--- config.mk ---
export PLATFORM = sky130hd
export DESIGN_NAME = au_inc_serial
export DESIGN_NICKNAME = d
export VERILOG_FILES = /design/src/rtl/au_inc_serial.sv
export SDC_FILE = /design/constraint.sdc
export NUM_CORES = 1
export LEC_CHECK = 0
export BUFFER_PORTS_ARGS = -buffer_cell sky130_fd_sc_hd__buf_4
export CORE_MARGIN = 2
export CORE_UTILIZATION = 48
export CTS_CLUSTER_SIZE = 40
export DETAILED_ROUTE_END_ITERATION = 8
export GPL_ROUTABILITY_DRIVEN = 1
export PLACE_DENSITY = 0.75
export SYNTH_ARGS = -nofsm -noshare
export SYNTH_HDL_FRONTEND = slang
export SYNTH_SLANG_ARGS = --single-unit
export TNS_END_PERCENT = 10
--- constraint.sdc ---
create_clock -name clk -period 2 [get_ports clk]
set_input_delay 0.3 -clock clk [delete_from_list [all_inputs] [get_ports clk]]
set_output_delay 0.3 -clock clk [all_outputs]
set_load 0.01 [all_outputs]
--- src/rtl/au_inc_serial.sv ---
// au_inc_serial: digit-serial incrementer. A WIDTH-bit operand is consumed CHUNK bits per
// cycle through a small AU_inc_c slice incrementer, with the slice carry chained between
// cycles. Operands arrive and results leave over independent valid/ready handshakes.

// AU_inc_c: combinational WIDTH-bit incrementer {co, z} = a + ci.
// ARCH 0 = bit ripple, ARCH 1 = parallel-prefix AND tree, any other value = plain adder.
module AU_inc_c #(
   parameter int WIDTH = 8,
   parameter int ARCH  = 0
) (
   input  logic [WIDTH-1:0] a_i,
   input  logic             ci_i,
   output logic [WIDTH-1:0] z_o,
   output logic             co_o
);

   if (ARCH == 0) begin : g_ripple
      // Carry into bit i+1 is a[i] & carry into bit i; the sum bit is a[i] ^ carry.
      always_comb begin
         logic c;
         c   = ci_i;
         z_o = '0;
         for (int i = 0; i < WIDTH; i++) begin
            z_o[i] = a_i[i] ^ c;
            c      = a_i[i] & c;
         end
         co_o = c;
      end
   end else if (ARCH == 1) begin : g_prefix
      localparam int NStage = (WIDTH > 1) ? $clog2(WIDTH) : 0;

      // all1[i] is set when a[i:0] is all ones (log-depth AND prefix).
      logic [WIDTH-1:0] all1;
      // lead[i] is set when every bit below i is one, so bit i flips if ci is set.
      logic [WIDTH:0]   lead;

      // Kogge-Stone style AND prefix over the operand bits.
      always_comb begin
         logic [WIDTH-1:0] nxt;
         nxt  = '0;
         all1 = a_i;
         for (int s = 0; s < NStage; s++) begin
            nxt = all1;
            for (int i = (1 << s); i < WIDTH; i++) begin
               nxt[i] = all1[i] & all1[i - (1 << s)];
            end
            all1 = nxt;
         end
      end

      assign lead = {all1, 1'b1};
      assign z_o  = a_i ^ ({WIDTH{ci_i}} & lead[WIDTH-1:0]);
      assign co_o = ci_i & lead[WIDTH];
   end else begin : g_behav
      assign {co_o, z_o} = {1'b0, a_i} + {{WIDTH{1'b0}}, ci_i};
   end

endmodule

module au_inc_serial #(
   parameter int WIDTH = 32,
   parameter int CHUNK = 8,
   parameter int ARCH  = 0
) (
   input  logic             clk,
   input  logic             rst_n,
   input  logic             in_valid,
   output logic             in_ready,
   input  logic [WIDTH-1:0] a,
   input  logic             ci,
   output logic             out_valid,
   input  logic             out_ready,
   output logic [WIDTH-1:0] z,
   output logic             co
);

   localparam int NChunk = (CHUNK > 0) ? (WIDTH / CHUNK) : 1;
   localparam int CntW   = $clog2(NChunk + 1);

   if (CHUNK < 1) begin : g_bad_chunk
      $error("au_inc_serial: CHUNK must be at least 1");
   end else if ((WIDTH % CHUNK) != 0) begin : g_bad_width
      $error("au_inc_serial: WIDTH must be a multiple of CHUNK");
   end

   typedef enum logic [1:0] {
      StIdle,
      StBusy,
      StDone
   } state_e;

   state_e            state_q, state_d;
   logic [WIDTH-1:0]  opnd_q, opnd_d;
   logic [WIDTH-1:0]  res_q, res_d;
   logic              carry_q, carry_d;
   logic [CntW-1:0]   cnt_q, cnt_d;

   logic [CHUNK-1:0]  slice_z;
   logic              slice_co;
   logic [WIDTH-1:0]  res_shift;

   AU_inc_c #(
      .WIDTH (CHUNK),
      .ARCH  (ARCH)
   ) u_inc (
      .a_i  (opnd_q[CHUNK-1:0]),
      .ci_i (carry_q),
      .z_o  (slice_z),
      .co_o (slice_co)
   );

   // New slice enters at the MSB end so the first slice ends up at the LSB after NChunk shifts.
   if (CHUNK >= WIDTH) begin : g_res_whole
      assign res_shift = slice_z;
   end else begin : g_res_shift
      assign res_shift = {slice_z, res_q[WIDTH-1:CHUNK]};
   end

   // Next-state: accept in idle, one slice per busy cycle, hold the result until taken.
   always_comb begin
      state_d = state_q;
      opnd_d  = opnd_q;
      res_d   = res_q;
      carry_d = carry_q;
      cnt_d   = cnt_q;
      unique case (state_q)
         StIdle: begin
            if (in_valid) begin
               opnd_d  = a;
               carry_d = ci;
               cnt_d   = '0;
               state_d = StBusy;
            end
         end
         StBusy: begin
            // No early exit on a zero carry: latency is fixed at NChunk busy cycles.
            res_d   = res_shift;
            opnd_d  = opnd_q >> CHUNK;
            carry_d = slice_co;
            cnt_d   = cnt_q + CntW'(1);
            if (cnt_q == CntW'(NChunk - 1)) begin
               state_d = StDone;
            end
         end
         StDone: begin
            if (out_ready) begin
               state_d = StIdle;
            end
         end
         default: begin
            state_d = StIdle;
         end
      endcase
   end

   // State registers; reset discards any operation in flight.
   always_ff @(posedge clk or negedge rst_n) begin
      if (!rst_n) begin
         state_q <= StIdle;
         opnd_q  <= '0;
         res_q   <= '0;
         carry_q <= 1'b0;
         cnt_q   <= '0;
      end else begin
         state_q <= state_d;
         opnd_q  <= opnd_d;
         res_q   <= res_d;
         carry_q <= carry_d;
         cnt_q   <= cnt_d;
      end
   end

   // Handshake outputs decode from state only; data outputs come straight from registers.
   assign in_ready  = (state_q == StIdle);
   assign out_valid = (state_q == StDone);
   assign z         = res_q;
   assign co        = carry_q;

endmodule
==> metrics.txt <==
# TYPE chip_impl_metric gauge
chip_impl_info{name="outcome",value="completed"} 1
chip_impl_metric{name="postSynthCellCount",unit=""} 312
chip_impl_metric{name="number_of_nets_in_the_layout",unit=""} 429
chip_impl_metric{name="core_region_area",unit="mm²"} 0.00631
chip_impl_metric{name="ctsHtreeMaxLevel",unit=""} 3
chip_impl_info{name="synth_top_family_by_area",value="simple AND/OR/NAND/NOR gates"} 1
chip_impl_metric{name="io_pins",unit=""} 72
chip_impl_metric{name="muxShareOfSynthArea",unit="%"} 0
chip_impl_info{name="worst_setup_path_end_kind",value="flop"} 1
chip_impl_metric{name="async_flop_share",unit="%"} 100
chip_impl_metric{name="clkTransAtPathRegs",unit="ns"} 0.08
chip_impl_metric{name="timing.final.crit_share",unit="%"} 96.6
chip_impl_metric{name="worstPathArrival",unit="ns"} 2.15
chip_impl_metric{name="critPathMaxFanout",unit=""} 2
chip_impl_metric{name="drt_wl_total",unit="mm"} 6.92
chip_impl_metric{name="ys_seq_area_share",unit="%"} 56.2
chip_impl_info{name="min-delay-path-class",value="in2reg"} 1
chip_impl_metric{name="tightestPinTransition",unit="ns"} 0.546
chip_impl_metric{name="number_of_enable_flip_flop_cells_after_synthesis",unit=""} 0
chip_impl_metric{name="wire_length_of_the_first_global_routing_pass",unit="mm"} 11.6
chip_impl_info{name="rsz0062_at_grt",value="false"} 1
chip_impl_metric{name="final.setup.tns",unit="ns"} 0
chip_impl_info{name="timing_worst_setup_path_type",value="reg2reg"} 1
chip_impl_metric{name="timing.critical_path.required",unit="ns"} 2.22
chip_impl_metric{name="timing.clock.skew",unit="ns"} 0.00880
chip_impl_metric{name="slew_headroom",unit="%"} 63.6
chip_impl_metric{name="post_drt_wl_per_cell",unit="µm"} 14.9
chip_impl_metric{name="routed-via-count",unit=""} 2430
chip_impl_metric{name="power_density",unit="mW/mm²"} 1750
chip_impl_metric{name="drive_above_1_share",unit="%"} 33.1
chip_impl_metric{name="fillerInstances",unit=""} 545
chip_impl_metric{name="synth_top_area_share",unit="%"} 56.2
chip_impl_metric{name="area_enclosed_by_the_die_boundary",unit="mm²"} 0.00716
chip_impl_metric{name="first_pass_iters",unit=""} 4
chip_impl_metric{name="dieWidth",unit="µm"} 84.6
chip_impl_metric{name="first_global_vias",unit=""} 2391
chip_impl_metric{name="maxCapViolations",unit=""} 0
chip_impl_info{name="synth-main-ff-cell",value="dfrtp_1"} 1
chip_impl_metric{name="ys_types",unit=""} 25
chip_impl_metric{name="grt-ovfl-total",unit=""} 0
chip_impl_metric{name="synth.avg_cell_area",unit="µm²"} 10.0
chip_impl_metric{name="ys_ff_latch",unit=""} 70
chip_impl_metric{name="synthXorXnorAreaFrac",unit="%"} 0
chip_impl_metric{name="detail_route.drc_violations",unit=""} 0
chip_impl_info{name="synth_largest_area_cell",value="dfrtp_1"} 1
chip_impl_metric{name="gpl.final_weighted_congestion",unit=""} 0.820
chip_impl_metric{name="layout_setup_ws",unit="ns"} 0.0671
chip_impl_metric{name="port_buffers",unit=""} 71
chip_impl_metric{name="clkLatencyLatePin",unit="ns"} 0.35
chip_impl_info{name="yosys.cell_count.top_type",value="nand2_1"} 1
chip_impl_metric{name="yosys.area_share.simple",unit="%"} 18.4
chip_impl_metric{name="postRouteAntennaNets",unit=""} 0
chip_impl_metric{name="floorplan.initialDensity",unit="%"} 49.4
chip_impl_metric{name="finalSetupViolCount",unit=""} 0
chip_impl_metric{name="power.static_leakage",unit="µW"} 0.00193
chip_impl_metric{name="finalWorstPathRequiredPeriod",unit="ns"} 1.93
chip_impl_metric{name="grt_antenna_before_repair",unit=""} 0
chip_impl_info{name="setup.worst_path.start_class",value="flop"} 1
chip_impl_info{name="yosys-top-cells-count",value="nand2_1 (107), dfrtp_1 (70), o22ai_1 (27)"} 1
chip_impl_metric{name="clockBufferDepth",unit=""} 2
chip_impl_metric{name="synthAdderAreaFrac",unit="%"} 4.01
chip_impl_info{name="cts_tree",value="built"} 1
chip_impl_info{name="clockRootBuffer",value="clkbuf_8"} 1
chip_impl_metric{name="synth_nets",unit=""} 359
chip_impl_metric{name="slew_violations",unit=""} 0
chip_impl_metric{name="clock_sink_count",unit=""} 70
chip_impl_metric{name="reg2reg_slack",unit="ns"} 0.07
chip_impl_metric{name="num_antenna_cells",unit=""} 0
chip_impl_metric{name="gr-usage-all-layers",unit="%"} 20.5
chip_impl_metric{name="clock.fmax",unit="MHz"} 517
chip_impl_metric{name="syn_area",unit="mm²"} 0.00312
chip_impl_metric{name="die-height",unit="µm"} 84.6
chip_impl_metric{name="detailedRoute.firstIterationViolations",unit=""} 91
chip_impl_metric{name="finalHoldViolations",unit=""} 0
chip_impl_metric{name="detailed_route_vias_per_instance",unit=""} 5.24
chip_impl_info{name="synth.top_cells.by_area",value="dfrtp_1 (56%), nand2_1 (13%), o22ai_1 (5.4%)"} 1
chip_impl_metric{name="num_rows",unit=""} 29
chip_impl_metric{name="dp_slack",unit="ns"} -0.0184
chip_impl_metric{name="synth_compound_area_share",unit="%"} 15.7
chip_impl_metric{name="grt_start_max_net_pins",unit=""} 37
chip_impl_metric{name="numCtsBuffers",unit=""} 9
chip_impl_metric{name="finalPower",unit="µW"} 7060
chip_impl_metric{name="ys.warnings.count",unit=""} 0
chip_impl_metric{name="power.ir.vdd_worst",unit="µV"} 870
chip_impl_metric{name="areaGrowthSynthToFinish",unit="%"} 29.1
chip_impl_metric{name="dp.final_hpwl",unit="mm"} 4.75
-- routing by layer --
layer | global-route usage [%] | part of all wire, %
met3 | 4.33 | 5.5
met2 | 32.7 | 49
met1 | 27.3 | 44
met4 | 8.66 | 1.4
met5 | 0 | 0
-- stage by stage --
| stage | utilization (%) | hold WS [ns] | instances | area (µm²) |
|---|---|---|---|---|
| 2_1_floorplan | - | 0.00441 | 312 | 3140 |
| 4_1_cts | 63.2 | 0.118 | 463 | 3990 |
| 6_report | 63.8 | 0.125 | 464 | 4030 |
| 5_1_grt | 63.8 | 0.120 | 464 | 4030 |
| 3_5_place_dp | 58.7 | 0.286 | 446 | 3710 |
| 3_3_place_gp | 58.7 | 0.277 | 446 | 3710 |
-- what timing repair did --
action | CTS | global route
hold buffers | 1 | 0
setup buffers | 0 | 1
endpoints found under the setup margin | 2 | 2
pin swaps | 1 | 1
endpoints found under the hold margin | 34 | 0
resized for setup | 5 | 3
-- worst max-delay path: stages (launching register included) --
cell and delay [ns]:
dfrtp_1 0.40, ha_2 0.20, ha_4 0.16, ha_4 0.15
ha_4 0.15, ha_4 0.15, ha_4 0.16, ha_4 0.15
ha_4 0.15, o22ai_2 0.08, a21oi_1 0.05
-- cells by family (layout without fill, tap and decap cells) --
logic type               Yosys count  after routing
flip-flops                        70             70
adder cells (fa/ha/maj)           10             10
AO/OA/AOI/OAI                     73             73
AND/OR/NAND/NOR                  133            133
buffers and inverters             26            101
-- cell type report --
type	instances	area [µm²]	share of cell area, %
inverter	3	11.3	0.280
multi-input combinational	216	1290	32.0
sequential	70	1750	43.5
clock buffer	10	138	3.42
tap	77	96.3	2.39
timing repair buffer	82	656	16.3
clock inverter	6	85.1	2.11
-- sequential cells by signal (all words and copies together) (netlist names) --
register,cells
state_q,2
z,32
co,1
opnd_q,32
cnt_q,3
-- worst paths after layout --
check / to / start / depth (start not counted)
hold reg to reg: z[5]$_DFFE_PN0P_ / z[5]$_DFFE_PN0P_ / 2
setup / recovery: co$_DFFE_PN0P_ / opnd_q[0]$_DFFE_PN0P_ / 10
setup reg to reg: co$_DFFE_PN0P_ / opnd_q[0]$_DFFE_PN0P_ / 10
hold / removal: state_q[1]$_DFFE_PN0P_ / out_ready / 2
max in group asynchronous: opnd_q[7]$_DFFE_PN0P_ / rst_n / 3
min in group asynchronous: z[5]$_DFFE_PN0P_ / rst_n / 2
-- cell usage in the layout, fill, tap and decap left out, types with 2 or more instances in the layout --
cell type,n
o221a_1,8
clkbuf_8,10
nor2_1,3
a21oi_2,9
dfrtp_1,70
o21ai_0,10
ha_1,2
nand2b_1,3
nand3b_1,8
o22ai_1,26
clkinvlp_4,2
clkinv_2,2
o21ai_1,7
nor2_2,9
inv_2,2
buf_4,78
nand2_1,107
a21oi_1,10
bufinv_16,2
buf_12,3
ha_4,7
-- power breakdown --
group	total (µW)	switching (µW)	internal [µW]
logic	3120	1650	1470
clock network	1270	538	731
registers	2670	564	2110
total	7060	2750	4310
(Power assumes the default switching activity.)
